## src/rtl/p3_execute.sv

```systemverilog
// Execute stage of the SIMPLE pipeline: ALU, S/Z/C/V flags, branch resolve/squash, sticky halt.
// Optional I/O port (IN/OUT opcodes) enabled by defining P3_IO_PORT_EN.
module p3_execute #(
    parameter int unsigned FLUSH_DEPTH = 2,
    parameter logic [15:0] RESET_PC    = 16'h0000
) (
    input  logic        clockp3,
    input  logic        reset,
    input  logic        stall,
    input  logic        validin,
    input  logic [15:0] alu1,
    input  logic [15:0] alu2,
    input  logic [3:0]  opcode,
    input  logic        writereg,
    input  logic [1:0]  memwrite,
    input  logic [2:0]  regaddress,
    input  logic [15:0] address,
    input  logic [15:0] storedata,
    input  logic        isbranch,
    input  logic [2:0]  cond,
    input  logic [15:0] pcin,
    input  logic        haltin,
`ifdef P3_IO_PORT_EN
    input  logic [15:0] inport,
    output logic [15:0] outport,
    output logic        outvalid,
`endif
    output logic [15:0] aluresult,
    output logic        writeregout,
    output logic [1:0]  memwriteout,
    output logic [2:0]  regaddressout,
    output logic [15:0] addressout,
    output logic [15:0] storedataout,
    output logic        validout,
    output logic [3:0]  flags,
    output logic        branchtaken,
    output logic [15:0] branchtarget,
    output logic        haltout
);

    typedef enum logic [3:0] {
        OpAdd = 4'd0,  OpSub = 4'd1,  OpAnd = 4'd2,  OpOr  = 4'd3,
        OpXor = 4'd4,  OpCmp = 4'd5,  OpMov = 4'd6,  OpNop7 = 4'd7,
        OpSll = 4'd8,  OpSlr = 4'd9,  OpSrl = 4'd10, OpSra = 4'd11,
        OpIn  = 4'd12, OpOut = 4'd13, OpNop14 = 4'd14, OpHlt = 4'd15
    } op_e;

    localparam logic [1:0] FlushLoad = 2'(FLUSH_DEPTH);

    logic [1:0]  squash_q;
    logic        branchtaken_q;

    logic [15:0] a, b, res;
    logic [3:0]  n;
    logic [16:0] sum, dif, shl, shr, sra;
    logic [15:0] rot;
    logic        c_new, v_new, upd;
    logic [3:0]  flags_new;
    logic        live, cond_true, take;

    always_comb begin
        a   = alu2;
        b   = alu1;
        n   = alu1[3:0];
        sum = {1'b0, a} + {1'b0, b};
        dif = {1'b0, a} - {1'b0, b};
        // Shifts carry a guard bit so the last bit shifted out lands in bit 16 / bit 0.
        shl = {1'b0, a} << n;
        shr = {a, 1'b0} >> n;
        sra = $signed({a, 1'b0}) >>> n;
        rot = (a << n) | (a >> (5'd16 - {1'b0, n}));

        res   = 16'h0000;
        c_new = 1'b0;
        v_new = 1'b0;
        upd   = 1'b0;
        case (op_e'(opcode))
            OpAdd: begin
                res   = sum[15:0];
                c_new = sum[16];
                v_new = (a[15] == b[15]) && (res[15] != a[15]);
                upd   = 1'b1;
            end
            OpSub, OpCmp: begin
                res   = dif[15:0];
                c_new = dif[16];
                v_new = (a[15] != b[15]) && (res[15] != a[15]);
                upd   = 1'b1;
            end
            OpAnd: begin res = a & b; upd = 1'b1; end
            OpOr:  begin res = a | b; upd = 1'b1; end
            OpXor: begin res = a ^ b; upd = 1'b1; end
            OpMov: begin res = b;     upd = 1'b1; end
            OpSll: begin res = shl[15:0]; c_new = shl[16]; upd = 1'b1; end
            OpSlr: begin res = rot; c_new = (n != 4'd0) & rot[0]; upd = 1'b1; end
            OpSrl: begin res = shr[16:1]; c_new = shr[0]; upd = 1'b1; end
            OpSra: begin res = sra[16:1]; c_new = sra[0]; upd = 1'b1; end
`ifdef P3_IO_PORT_EN
            OpIn:  res = inport;
`endif
            default: res = 16'h0000;
        endcase
        flags_new = {res[15], (res == 16'h0000), c_new, v_new};
    end

    // Branch conditions see the flag register before this cycle's update.
    always_comb begin
        case (cond)
            3'd0:    cond_true = flags[2];
            3'd1:    cond_true = flags[3] ^ flags[0];
            3'd2:    cond_true = flags[2] | (flags[3] ^ flags[0]);
            3'd3:    cond_true = ~flags[2];
            3'd4:    cond_true = 1'b1;
            default: cond_true = 1'b0;
        endcase
    end

    assign live        = validin & (squash_q == 2'd0) & ~haltout;
    assign take        = live & isbranch & cond_true;
    assign branchtaken = branchtaken_q & ~stall;

    always_ff @(posedge clockp3) begin
        if (reset) begin
            aluresult     <= 16'h0000;
            writeregout   <= 1'b0;
            memwriteout   <= 2'b00;
            regaddressout <= 3'b000;
            addressout    <= 16'h0000;
            storedataout  <= 16'h0000;
            validout      <= 1'b0;
            flags         <= 4'b0000;
            branchtaken_q <= 1'b0;
            branchtarget  <= RESET_PC;
            haltout       <= 1'b0;
            squash_q      <= 2'd0;
`ifdef P3_IO_PORT_EN
            outport       <= 16'h0000;
            outvalid      <= 1'b0;
`endif
        end else if (stall) begin
            branchtaken_q <= 1'b0;
        end else begin
            aluresult     <= res;
            writeregout   <= live & writereg & (opcode != OpCmp);
            memwriteout   <= live ? memwrite : 2'b00;
            regaddressout <= regaddress;
            addressout    <= address;
            storedataout  <= storedata;
            validout      <= live;
            branchtaken_q <= take;
            if (take) begin
                branchtarget <= pcin + address;
            end
            if (live & ~isbranch & upd) begin
                flags <= flags_new;
            end
            if (take) begin
                squash_q <= FlushLoad;
            end else if (validin && squash_q != 2'd0) begin
                squash_q <= squash_q - 2'd1;
            end
            if (live & haltin) begin
                haltout <= 1'b1;
            end
`ifdef P3_IO_PORT_EN
            outvalid <= live & ~isbranch & (opcode == OpOut);
            if (live & ~isbranch & (opcode == OpOut)) begin
                outport <= alu1;
            end
`endif
        end
    end

endmodule

```

## config.mk

```make
export PLATFORM = sky130hd
export DESIGN_NAME = p3_execute
export DESIGN_NICKNAME = d
export VERILOG_FILES = /design/src/rtl/p3_execute.sv
export SDC_FILE = /design/constraint.sdc
export NUM_CORES = 1
export LEC_CHECK = 0
export ABC_AREA = 1
export BUFFER_PORTS_ARGS = -buffer_cell sky130_fd_sc_hd__buf_2
export CAP_MARGIN = 15
export CORE_ASPECT_RATIO = 0.9
export CORE_MARGIN = 4
export CORE_UTILIZATION = 31
export DETAILED_ROUTE_END_ITERATION = 6
export GPL_TIMING_DRIVEN = 0
export SETUP_SLACK_MARGIN = 0.05
export SLEW_MARGIN = 20
export SYNTH_ARGS = -nofsm -noshare
export SYNTH_HDL_FRONTEND = slang
export SYNTH_SLANG_ARGS = --single-unit
```

## constraint.sdc

```tcl
create_clock -name clockp3 -period 8 [get_ports clockp3]
set_clock_uncertainty 0.2 [all_clocks]
set_input_delay 1.6 -clock clockp3 [delete_from_list [all_inputs] [get_ports clockp3]]
set_output_delay 1.6 -clock clockp3 [all_outputs]
set_load 0.005 [all_outputs]
```

==> impl_metrics.xml, run 1 <==
<?xml version="1.0" encoding="UTF-8"?>
<metrics>
  <group name="worst_setup_path">
    <metric name="worstRegToRegCells" unit="">12</metric>
    <metric name="worst-setup-path-type" unit="">in -&gt; reg</metric>
    <metric name="critPathCaptureType" unit="">register</metric>
    <metric name="timing.critical_path.to" unit="">flags[2]$_SDFFE_PP0P_</metric>
    <metric name="path_common_cell" unit="">sky130_fd_sc_hd__nand2_1</metric>
    <metric name="required" unit="ps">8070</metric>
    <metric name="worst_path_max_delay_cell" unit="">sky130_fd_sc_hd__clkbuf_1</metric>
    <metric name="critical_path.startpoint" unit="">alu1[2]</metric>
    <metric name="r2r_end" unit="">flags[2]$_SDFFE_PP0P_</metric>
    <metric name="crit_path_max_fanout" unit="">11</metric>
    <metric name="path_buf_inv" unit="">6</metric>
    <metric name="critical_path.max_stage_delay" unit="ps">520</metric>
    <metric name="setup.worst_path.start_class" unit="">primary input</metric>
    <metric name="r2r_slack" unit="ps">5360</metric>
    <metric name="number_of_cells_on_the_critical_path" unit="">21</metric>
    <metric name="worst-endpoint-arrival" unit="ps">4670</metric>
    <metric name="crit_path_cell_trace" unit="">buf_2 &gt; buf_6 &gt; inv_4 &gt; clkbuf_1 &gt; ha_1 &gt; buf_2 &gt; inv_1 &gt; nand3_1 &gt; nand2_1 &gt; nand2_1 &gt; nand2_1 &gt; nand2_1 &gt; nand2_1 &gt; nand2_1 &gt; nand3_1 &gt; nand2_1 &gt; nor2_1 &gt; nand3_1 &gt; nor2_1 &gt; nand3_1 &gt; a21oi_2</metric>
    <metric name="cell_family_with_the_largest_share_of_critical_path_delay" unit="">simple AND/OR/NAND/NOR gates</metric>
    <metric name="reg2reg_from" unit="">squash_q[0]$_SDFFE_PP0P_</metric>
  </group>
  <group name="finish">
    <metric name="synthToLayoutAreaGrowth" unit="%">18.75</metric>
    <metric name="most-common-layout-cells" unit="">sky130_fd_sc_hd__nand2_1, sky130_fd_sc_hd__nand3_1, sky130_fd_sc_hd__nor2_1, sky130_fd_sc_hd__buf_2, sky130_fd_sc_hd__inv_1</metric>
    <metric name="layoutNonFillerInstCount" unit="">2031</metric>
    <metric name="multi_input_area" unit="um2">6101</metric>
    <metric name="final-seq-area" unit="um2">1582</metric>
    <metric name="final_net_count" unit="">1843</metric>
    <metric name="most_common_cell_after_layout_fill_and_taps_aside" unit="">sky130_fd_sc_hd__nand2_1</metric>
    <metric name="post-route-util" unit="%">37.59</metric>
    <metric name="fin_area" unit="um2">10210</metric>
    <metric name="final_layout_size_suffix_gt1_share" unit="%">15.68</metric>
    <metric name="n_fill_cell" unit="">3116</metric>
    <metric name="antenna_cell_count" unit="">0</metric>
  </group>
  <group name="clock_network">
    <metric name="clock_sink_count" unit="">79</metric>
    <metric name="cts.path.max_buffers" unit="">2</metric>
    <metric name="cts-buffers-inserted" unit="">9</metric>
    <metric name="htree_levels" unit="">3</metric>
    <metric name="clock_tree.root_cell" unit="">sky130_fd_sc_hd__clkbuf_16</metric>
    <metric name="clk_latency" unit="ps">340</metric>
    <metric name="cts_setup_buffers" unit="">0</metric>
    <metric name="cts-hold-fix-buffers" unit="">0</metric>
    <metric name="clk_pin_slew" unit="ps">60</metric>
    <metric name="tritoncts" unit="">yes</metric>
    <metric name="cts_repair_resize_count" unit="">0</metric>
  </group>
  <group name="synth">
    <metric name="post_synth_main_area_contributors" unit="">sky130_fd_sc_hd__dfxtp_1, sky130_fd_sc_hd__nand2_1, sky130_fd_sc_hd__nand3_1</metric>
    <metric name="synth_area" unit="um2">8601</metric>
    <metric name="synth-main-ff-cell" unit="">sky130_fd_sc_hd__dfxtp_1</metric>
    <metric name="synth_top_cell_by_area" unit="">sky130_fd_sc_hd__dfxtp_1</metric>
    <metric name="ys_warn_count" unit="">0</metric>
    <metric name="synth.avg_cell_area" unit="um2">5.784</metric>
    <metric name="number_of_enable_type_register_cells_in_the_synthesized_netlist" unit="">0</metric>
    <metric name="synth_nets" unit="">1658</metric>
    <metric name="asyncSetResetFlopFracSynth" unit="%">0</metric>
    <metric name="yosys.cell_types.count" unit="">52</metric>
    <metric name="syn_inst" unit="">1487</metric>
    <metric name="synth.ff_latch_count" unit="">79</metric>
    <metric name="synth.top_cell.area_share" unit="%">18.39</metric>
    <metric name="synth_seq_area_share" unit="%">18.39</metric>
  </group>
  <group name="power_and_ir_drop">
    <metric name="lkg_pwr" unit="uW">0.005427</metric>
    <metric name="max-vdd-ir-drop" unit="mV">0.08655</metric>
    <metric name="power.density_cell_area" unit="nW/um2">135.5</metric>
    <metric name="power_switching_share" unit="%">39.24</metric>
    <metric name="combinationalPowerShare" unit="%">38.8</metric>
    <metric name="switching_power" unit="uW">543.1</metric>
    <metric name="cell_internal_pwr" unit="uW">841.1</metric>
    <metric name="power.share.sequential" unit="%">31.0</metric>
    <metric name="share_clk_of_total_power" unit="%">30.2</metric>
  </group>
  <group name="global_route">
    <metric name="wire_length_of_the_first_global_routing_pass" unit="um">57840</metric>
    <metric name="via_count_of_the_first_global_routing_pass" unit="">9884</metric>
    <metric name="global_route.overflow_total" unit="">0</metric>
    <metric name="maximum_number_of_pins_on_one_net_before_global_route_repair" unit="">15</metric>
    <metric name="initial_antenna_violation_count" unit="">0</metric>
    <metric name="globalRouteTotalUtil" unit="%">24.10</metric>
  </group>
  <group name="sta">
    <metric name="timing.final.setup_violations" unit="">0</metric>
    <metric name="period_minus_slack" unit="ps">4597</metric>
    <metric name="slew_violations" unit="">0</metric>
    <metric name="fin_crit_sh" unit="%">57.46</metric>
    <metric name="worst-slew-pin-transition" unit="ps">715.3</metric>
    <metric name="achievable-frequency" unit="GHz">0.2176</metric>
    <metric name="finalSetupTns" unit="ps">0</metric>
    <metric name="final-hold-violation-count" unit="">0</metric>
    <metric name="grt_setup_unrepaired" unit="">false</metric>
    <metric name="worst_slew_margin_rel" unit="%">52.32</metric>
    <metric name="post-route-worst-setup-slack" unit="ps">3403</metric>
  </group>
  <group name="die">
    <metric name="coreArea" unit="um2">27170</metric>
    <metric name="placementRows" unit="">57</metric>
    <metric name="floorplan.io_pins" unit="">176</metric>
    <metric name="full_die_area" unit="um2">30480</metric>
    <metric name="floorplan.initialDensity" unit="%">31.65</metric>
    <metric name="chipHeight" unit="um">166.0</metric>
    <metric name="die-width" unit="um">183.6</metric>
  </group>
  <group name="route">
    <metric name="vias" unit="">10660</metric>
    <metric name="vias_per_cell" unit="">5.250</metric>
    <metric name="drt-initial-drc-count" unit="">932</metric>
    <metric name="ant_nets" unit="">0</metric>
    <metric name="wire_per_inst" unit="um">18.86</metric>
    <metric name="drc" unit="">0</metric>
    <metric name="dr.pass1.iters" unit="">5</metric>
    <metric name="finalWirelength" unit="um">38310</metric>
  </group>
  <group name="placement">
    <metric name="place.gp.congestion" unit="">1.016</metric>
    <metric name="dp.cells" unit="">2015</metric>
    <metric name="preCtsSetupSlack" unit="ps">3113</metric>
    <metric name="placement.io_buffers" unit="">174</metric>
    <metric name="dp_hpwl" unit="um">31460</metric>
    <metric name="detailed_place.area" unit="um2">9915</metric>
  </group>
  <group name="outcome">
    <metric name="run_status" unit="">complete, no violations</metric>
  </group>
  <group name="run">
    <metric name="cap_violations" unit="">0</metric>
  </group>
  <group name="min_path">
    <metric name="min_path_type" unit="">reg -&gt; reg</metric>
  </group>
</metrics>
## cell type report
cell class                 instances  area share [%]
tap                              354           4.337
clock buffer                      11           2.377
buffer                            67           3.467
clock inverter                     5          0.5513
timing repair buffer             174           8.526
multi-input combinational       1192           59.73
sequential                        79           15.48
inverter                         149           5.525
## how the worst min path moves through the flow
stage | from | to | slack, ps | cells past startpoint
2_1_floorplan | branchtarget[14]$_SDFFE_PP0P_ | branchtarget[14]$_SDFFE_PP0P_ | 260 | 2
3_3_place_gp | branchtarget[14]$_SDFFE_PP0P_ | branchtarget[14]$_SDFFE_PP0P_ | 250 | 2
3_5_place_dp | branchtarget[14]$_SDFFE_PP0P_ | branchtarget[14]$_SDFFE_PP0P_ | 250 | 2
4_1_cts | branchtarget[14]$_SDFFE_PP0P_ | branchtarget[14]$_SDFFE_PP0P_ | 260 | 2
5_1_grt | validout$_SDFFE_PP0N_ | validout$_SDFFE_PP0N_ | 290 | 2
6_report | branchtarget[14]$_SDFFE_PP0P_ | branchtarget[14]$_SDFFE_PP0P_ | 260 | 2
## power groups by stage
stage	Clock (uW)	Sequential, uW	Combinational [uW]
after floorplan	0	439	331
after global placement	0	437	524
after detailed placement	0	438	526
after CTS	431	429	528
after global routing	447	432	598
final	418	429	537
## synth_stat cells (3+ instances only)
library cell               count
sky130_fd_sc_hd__a21o_1        3
sky130_fd_sc_hd__a21oi_1      65
sky130_fd_sc_hd__a31oi_1       8
sky130_fd_sc_hd__buf_1         5
sky130_fd_sc_hd__buf_2        22
sky130_fd_sc_hd__buf_4         5
sky130_fd_sc_hd__buf_6         5
sky130_fd_sc_hd__clkbuf_1     27
sky130_fd_sc_hd__dfxtp_1      79
sky130_fd_sc_hd__fa_1          3
sky130_fd_sc_hd__ha_1         69
sky130_fd_sc_hd__inv_1       140
sky130_fd_sc_hd__inv_2         7
sky130_fd_sc_hd__nand2_1     384
sky130_fd_sc_hd__nand2_2       6
sky130_fd_sc_hd__nand2_4       5
sky130_fd_sc_hd__nand3_1     225
sky130_fd_sc_hd__nand3_2       3
sky130_fd_sc_hd__nand3b_1      3
sky130_fd_sc_hd__nand4_1      11
sky130_fd_sc_hd__nor2_1      198
sky130_fd_sc_hd__nor2_2        4
sky130_fd_sc_hd__nor3_1       16
sky130_fd_sc_hd__o211ai_1     11
sky130_fd_sc_hd__o21ai_0     109
sky130_fd_sc_hd__o21ai_1      13
sky130_fd_sc_hd__o21ai_2       4
sky130_fd_sc_hd__o21bai_1      3
sky130_fd_sc_hd__o22ai_1      16
sky130_fd_sc_hd__xnor2_1       3
sky130_fd_sc_hd__xor2_1        5
## metrics by stage
step / hold WS [ps] / power (uW)
after floorplan: 255.2 / 770.0
after global placement: 247.4 / 961.2
after detailed placement: 253.4 / 963.7
after CTS: 262.5 / 1388
after global routing: 295.0 / 1477
final: 258.9 / 1384
## cells by family (layout without fill, tap and decap cells)
family / Yosys count / after routing / synth area share (%)
multiplexers: 1 / 1 / 0.1309
buffers and inverters: 216 / 406 / 10.68
AO/OA/AOI/OAI: 248 / 248 / 16.09
AND/OR/NAND/NOR: 863 / 863 / 43.16
adder cells (fa/ha/maj): 72 / 72 / 10.74
flip-flops: 79 / 79 / 18.39
XOR/XNOR: 8 / 8 / 0.8147
## worst min-delay path: cells and delay by family (launching register included)
kind	cells	cell delay, ps
compound gates	1	50
flops	1	300
simple gates	1	60
## layer usage
| layer | track usage (%) | wire length, um |
|---|---|---|
| met5 | 0 | 0 |
| met4 | 8.484 | 1498 |
| met3 | 5.103 | 3060 |
| met2 | 37.00 | 16650 |
| met1 | 33.36 | 17100 |
## flip-flops by register name (all words and copies together), names as in the netlist
name	flops
branchtaken_q	1
regaddressout	3
storedataout	16
haltout	1
aluresult	16
squash_q	2
validout	1
branchtarget	16
memwriteout	2
addressout	16
flags	4
writeregout	1
Power figures use the tool's default switching activity.
==> inputs of run 2 (changes only) <==
Clock period 8 ns to 3.85 ns, I/O delays scaled along.
==> run 2 against run 1 <==
Effect of this change: combinational power up 110%; routed wire length is 0.25% lower; global-route usage unchanged; largest cell class unchanged; critical path depth down 2; core utilization barely moved; register-to-register slack got worse by 4200 ps; cell count about the same; critical path type unchanged; first-iteration DRC count is 1.9% lower; hold slack about the same; setup slack worse by 3100 ps; critical endpoint unchanged.
==> impl_metrics.xml, run 2 (synthesis results as in run 1) <==
<?xml version="1.0" encoding="UTF-8"?>
<metrics>
  <group name="power_and_ir_drop">
    <metric name="share_clk_of_total_power" unit="%">30.2</metric>
    <metric name="power.share.sequential" unit="%">31.0</metric>
    <metric name="lkg_pwr" unit="uW">0.005435</metric>
    <metric name="max-vdd-ir-drop" unit="mV">0.1826</metric>
    <metric name="cell_internal_pwr" unit="uW">1749</metric>
    <metric name="combinationalPowerShare" unit="%">38.8</metric>
    <metric name="switching_power" unit="uW">1131</metric>
    <metric name="power.density_cell_area" unit="nW/um2">281.7</metric>
    <metric name="finalPower" unit="uW">2880</metric>
    <metric name="power_switching_share" unit="%">39.27</metric>
  </group>
  <group name="finish">
    <metric name="synthToLayoutAreaGrowth" unit="%">18.87</metric>
    <metric name="most_common_cell_after_layout_fill_and_taps_aside" unit="">sky130_fd_sc_hd__nand2_1</metric>
    <metric name="most-common-layout-cells" unit="">sky130_fd_sc_hd__nand2_1, sky130_fd_sc_hd__nand3_1, sky130_fd_sc_hd__nor2_1, sky130_fd_sc_hd__buf_2, sky130_fd_sc_hd__inv_1</metric>
    <metric name="final_net_count" unit="">1842</metric>
    <metric name="final_layout_size_suffix_gt1_share" unit="%">15.87</metric>
    <metric name="layoutNonFillerInstCount" unit="">2030</metric>
    <metric name="antenna_cell_count" unit="">0</metric>
    <metric name="post-route-util" unit="%">37.62</metric>
  </group>
  <group name="worst_setup_path">
    <metric name="setup.worst_path.start_class" unit="">primary input</metric>
    <metric name="required" unit="ps">3930</metric>
    <metric name="crit_path_max_fanout" unit="">14</metric>
    <metric name="worst-endpoint-arrival" unit="ps">3630</metric>
    <metric name="critPathCaptureType" unit="">register</metric>
    <metric name="r2r_slack" unit="ps">1210</metric>
    <metric name="worst-setup-path-type" unit="">in -&gt; reg</metric>
  </group>
  <group name="clock_network">
    <metric name="cts.path.max_buffers" unit="">2</metric>
    <metric name="tritoncts" unit="">yes</metric>
    <metric name="clk_pin_slew" unit="ps">60</metric>
    <metric name="clock_sink_count" unit="">79</metric>
    <metric name="htree_levels" unit="">3</metric>
    <metric name="clock_tree.root_cell" unit="">sky130_fd_sc_hd__clkbuf_16</metric>
    <metric name="cts-buffers-inserted" unit="">9</metric>
    <metric name="clk_latency" unit="ps">340</metric>
    <metric name="cts-hold-fix-buffers" unit="">0</metric>
  </group>
  <group name="sta">
    <metric name="grt_setup_unrepaired" unit="">false</metric>
    <metric name="final-hold-violation-count" unit="">0</metric>
    <metric name="timing.hold.ws" unit="ps">259.0</metric>
    <metric name="period_minus_slack" unit="ps">3551</metric>
    <metric name="post-route-worst-setup-slack" unit="ps">299.4</metric>
    <metric name="timing.final.setup_violations" unit="">0</metric>
    <metric name="slew_violations" unit="">0</metric>
    <metric name="achievable-frequency" unit="GHz">0.2816</metric>
    <metric name="worst_slew_margin_rel" unit="%">56.45</metric>
    <metric name="fin_crit_sh" unit="%">92.22</metric>
    <metric name="worst-slew-pin-transition" unit="ps">650.9</metric>
  </group>
  <group name="global_route">
    <metric name="via_count_of_the_first_global_routing_pass" unit="">9884</metric>
    <metric name="initial_antenna_violation_count" unit="">0</metric>
    <metric name="global_route.overflow_total" unit="">0</metric>
    <metric name="maximum_number_of_pins_on_one_net_before_global_route_repair" unit="">15</metric>
    <metric name="wire_length_of_the_first_global_routing_pass" unit="um">57840</metric>
    <metric name="globalRouteTotalUtil" unit="%">24.10</metric>
  </group>
  <group name="die">
    <metric name="placementRows" unit="">57</metric>
    <metric name="die-width" unit="um">183.6</metric>
    <metric name="chipHeight" unit="um">166.0</metric>
    <metric name="floorplan.io_pins" unit="">176</metric>
    <metric name="full_die_area" unit="um2">30480</metric>
    <metric name="coreArea" unit="um2">27170</metric>
    <metric name="floorplan.initialDensity" unit="%">31.65</metric>
  </group>
  <group name="placement">
    <metric name="dp.cells" unit="">2015</metric>
    <metric name="place.gp.congestion" unit="">1.016</metric>
    <metric name="dp_hpwl" unit="um">31460</metric>
    <metric name="placement.io_buffers" unit="">174</metric>
    <metric name="preCtsSetupSlack" unit="ps">-207.5</metric>
  </group>
  <group name="route">
    <metric name="finalWirelength" unit="um">38210</metric>
    <metric name="ant_nets" unit="">0</metric>
    <metric name="drt-initial-drc-count" unit="">914</metric>
    <metric name="dr.pass1.iters" unit="">7</metric>
    <metric name="drc" unit="">0</metric>
    <metric name="vias_per_cell" unit="">5.260</metric>
    <metric name="wire_per_inst" unit="um">18.82</metric>
    <metric name="vias" unit="">10680</metric>
  </group>
  <group name="min_path">
    <metric name="min_path_type" unit="">reg -&gt; reg</metric>
  </group>
  <group name="outcome">
    <metric name="run_status" unit="">complete, no violations</metric>
  </group>
  <group name="run">
    <metric name="cap_violations" unit="">0</metric>
  </group>
</metrics>
run 2: cell types whose count changed in the layout (fill, tap and decap cells not counted), sizes merged:
cell	delta
clkbuf	-1
run 2: routing by layer:
layer	wire, um	global-route usage [%]	part of all wire (%)	up-vias
li1	-	-	-	5277
met1	16930	33.36	44	4871
met2	16610	37.00	43	445
met3	3191	5.103	8.4	84
met4	1485	8.484	3.9	0
met5	0	0	0	-
run 2: power groups by stage:
stage | sequential, uW | clock (uW) | combinational, uW
2_1_floorplan | 913 | 0 | 687
3_3_place_gp | 909 | 0 | 1090
3_5_place_dp | 910 | 0 | 1090
4_1_cts | 892 | 895 | 1100
5_1_grt | 898 | 928 | 1250
6_report | 892 | 870 | 1120
run 2: final timing paths:
| kind | startpoint | endpoint | depth (start not counted) |
|---|---|---|---|
| min | branchtarget[14]$_SDFFE_PP0P_ | branchtarget[14]$_SDFFE_PP0P_ | 2 |
| max | alu1[1] | flags[2]$_SDFFE_PP0P_ | 19 |
| max reg2reg | squash_q[0]$_SDFFE_PP0P_ | flags[2]$_SDFFE_PP0P_ | 12 |
| min reg2reg | branchtarget[14]$_SDFFE_PP0P_ | branchtarget[14]$_SDFFE_PP0P_ | 2 |
run 2: what timing repair did:
action,4_1_cts,5_1_grt
endpoints found under the setup margin,0,2
gates resized for setup,0,6
buffers inserted,0,0
run 2: per-stage QoR:
stage | TNS, ps | cell area, um2
4_1_cts | 0 | 10210
3_5_place_dp | -207.5 | 9915
6_report | 0 | 10220
3_3_place_gp | -185.4 | 9915
5_1_grt | 0 | 10220
2_1_floorplan | 0 | 8601
run 2: worst max-delay path, stage by stage:
cell                      delay, ps
sky130_fd_sc_hd__buf_2           80
sky130_fd_sc_hd__buf_2          170
sky130_fd_sc_hd__inv_2           70
sky130_fd_sc_hd__buf_4          190
sky130_fd_sc_hd__buf_8          170
sky130_fd_sc_hd__ha_1           360
sky130_fd_sc_hd__o21ai_0        290
sky130_fd_sc_hd__nand2_1        110
sky130_fd_sc_hd__inv_1          100
sky130_fd_sc_hd__nand2_1         50
sky130_fd_sc_hd__nand3_1         70
sky130_fd_sc_hd__nand3_1        110
sky130_fd_sc_hd__nor2_1         270
sky130_fd_sc_hd__nand2_1        170
sky130_fd_sc_hd__nor2_1         140
sky130_fd_sc_hd__nand3_1        130
sky130_fd_sc_hd__nor2_1         120
sky130_fd_sc_hd__nand3_1        100
sky130_fd_sc_hd__a21oi_2        120
run 2: final cells by class:
cell class	instances	area (um2)
clock inverter	5	56.30
fill	3110	16950
tap	354	442.9
sequential	79	1582
timing repair buffer	174	870.8
clock buffer	11	242.7
buffer	66	359.1
multi-input combinational	1192	6106
inverter	149	564.3
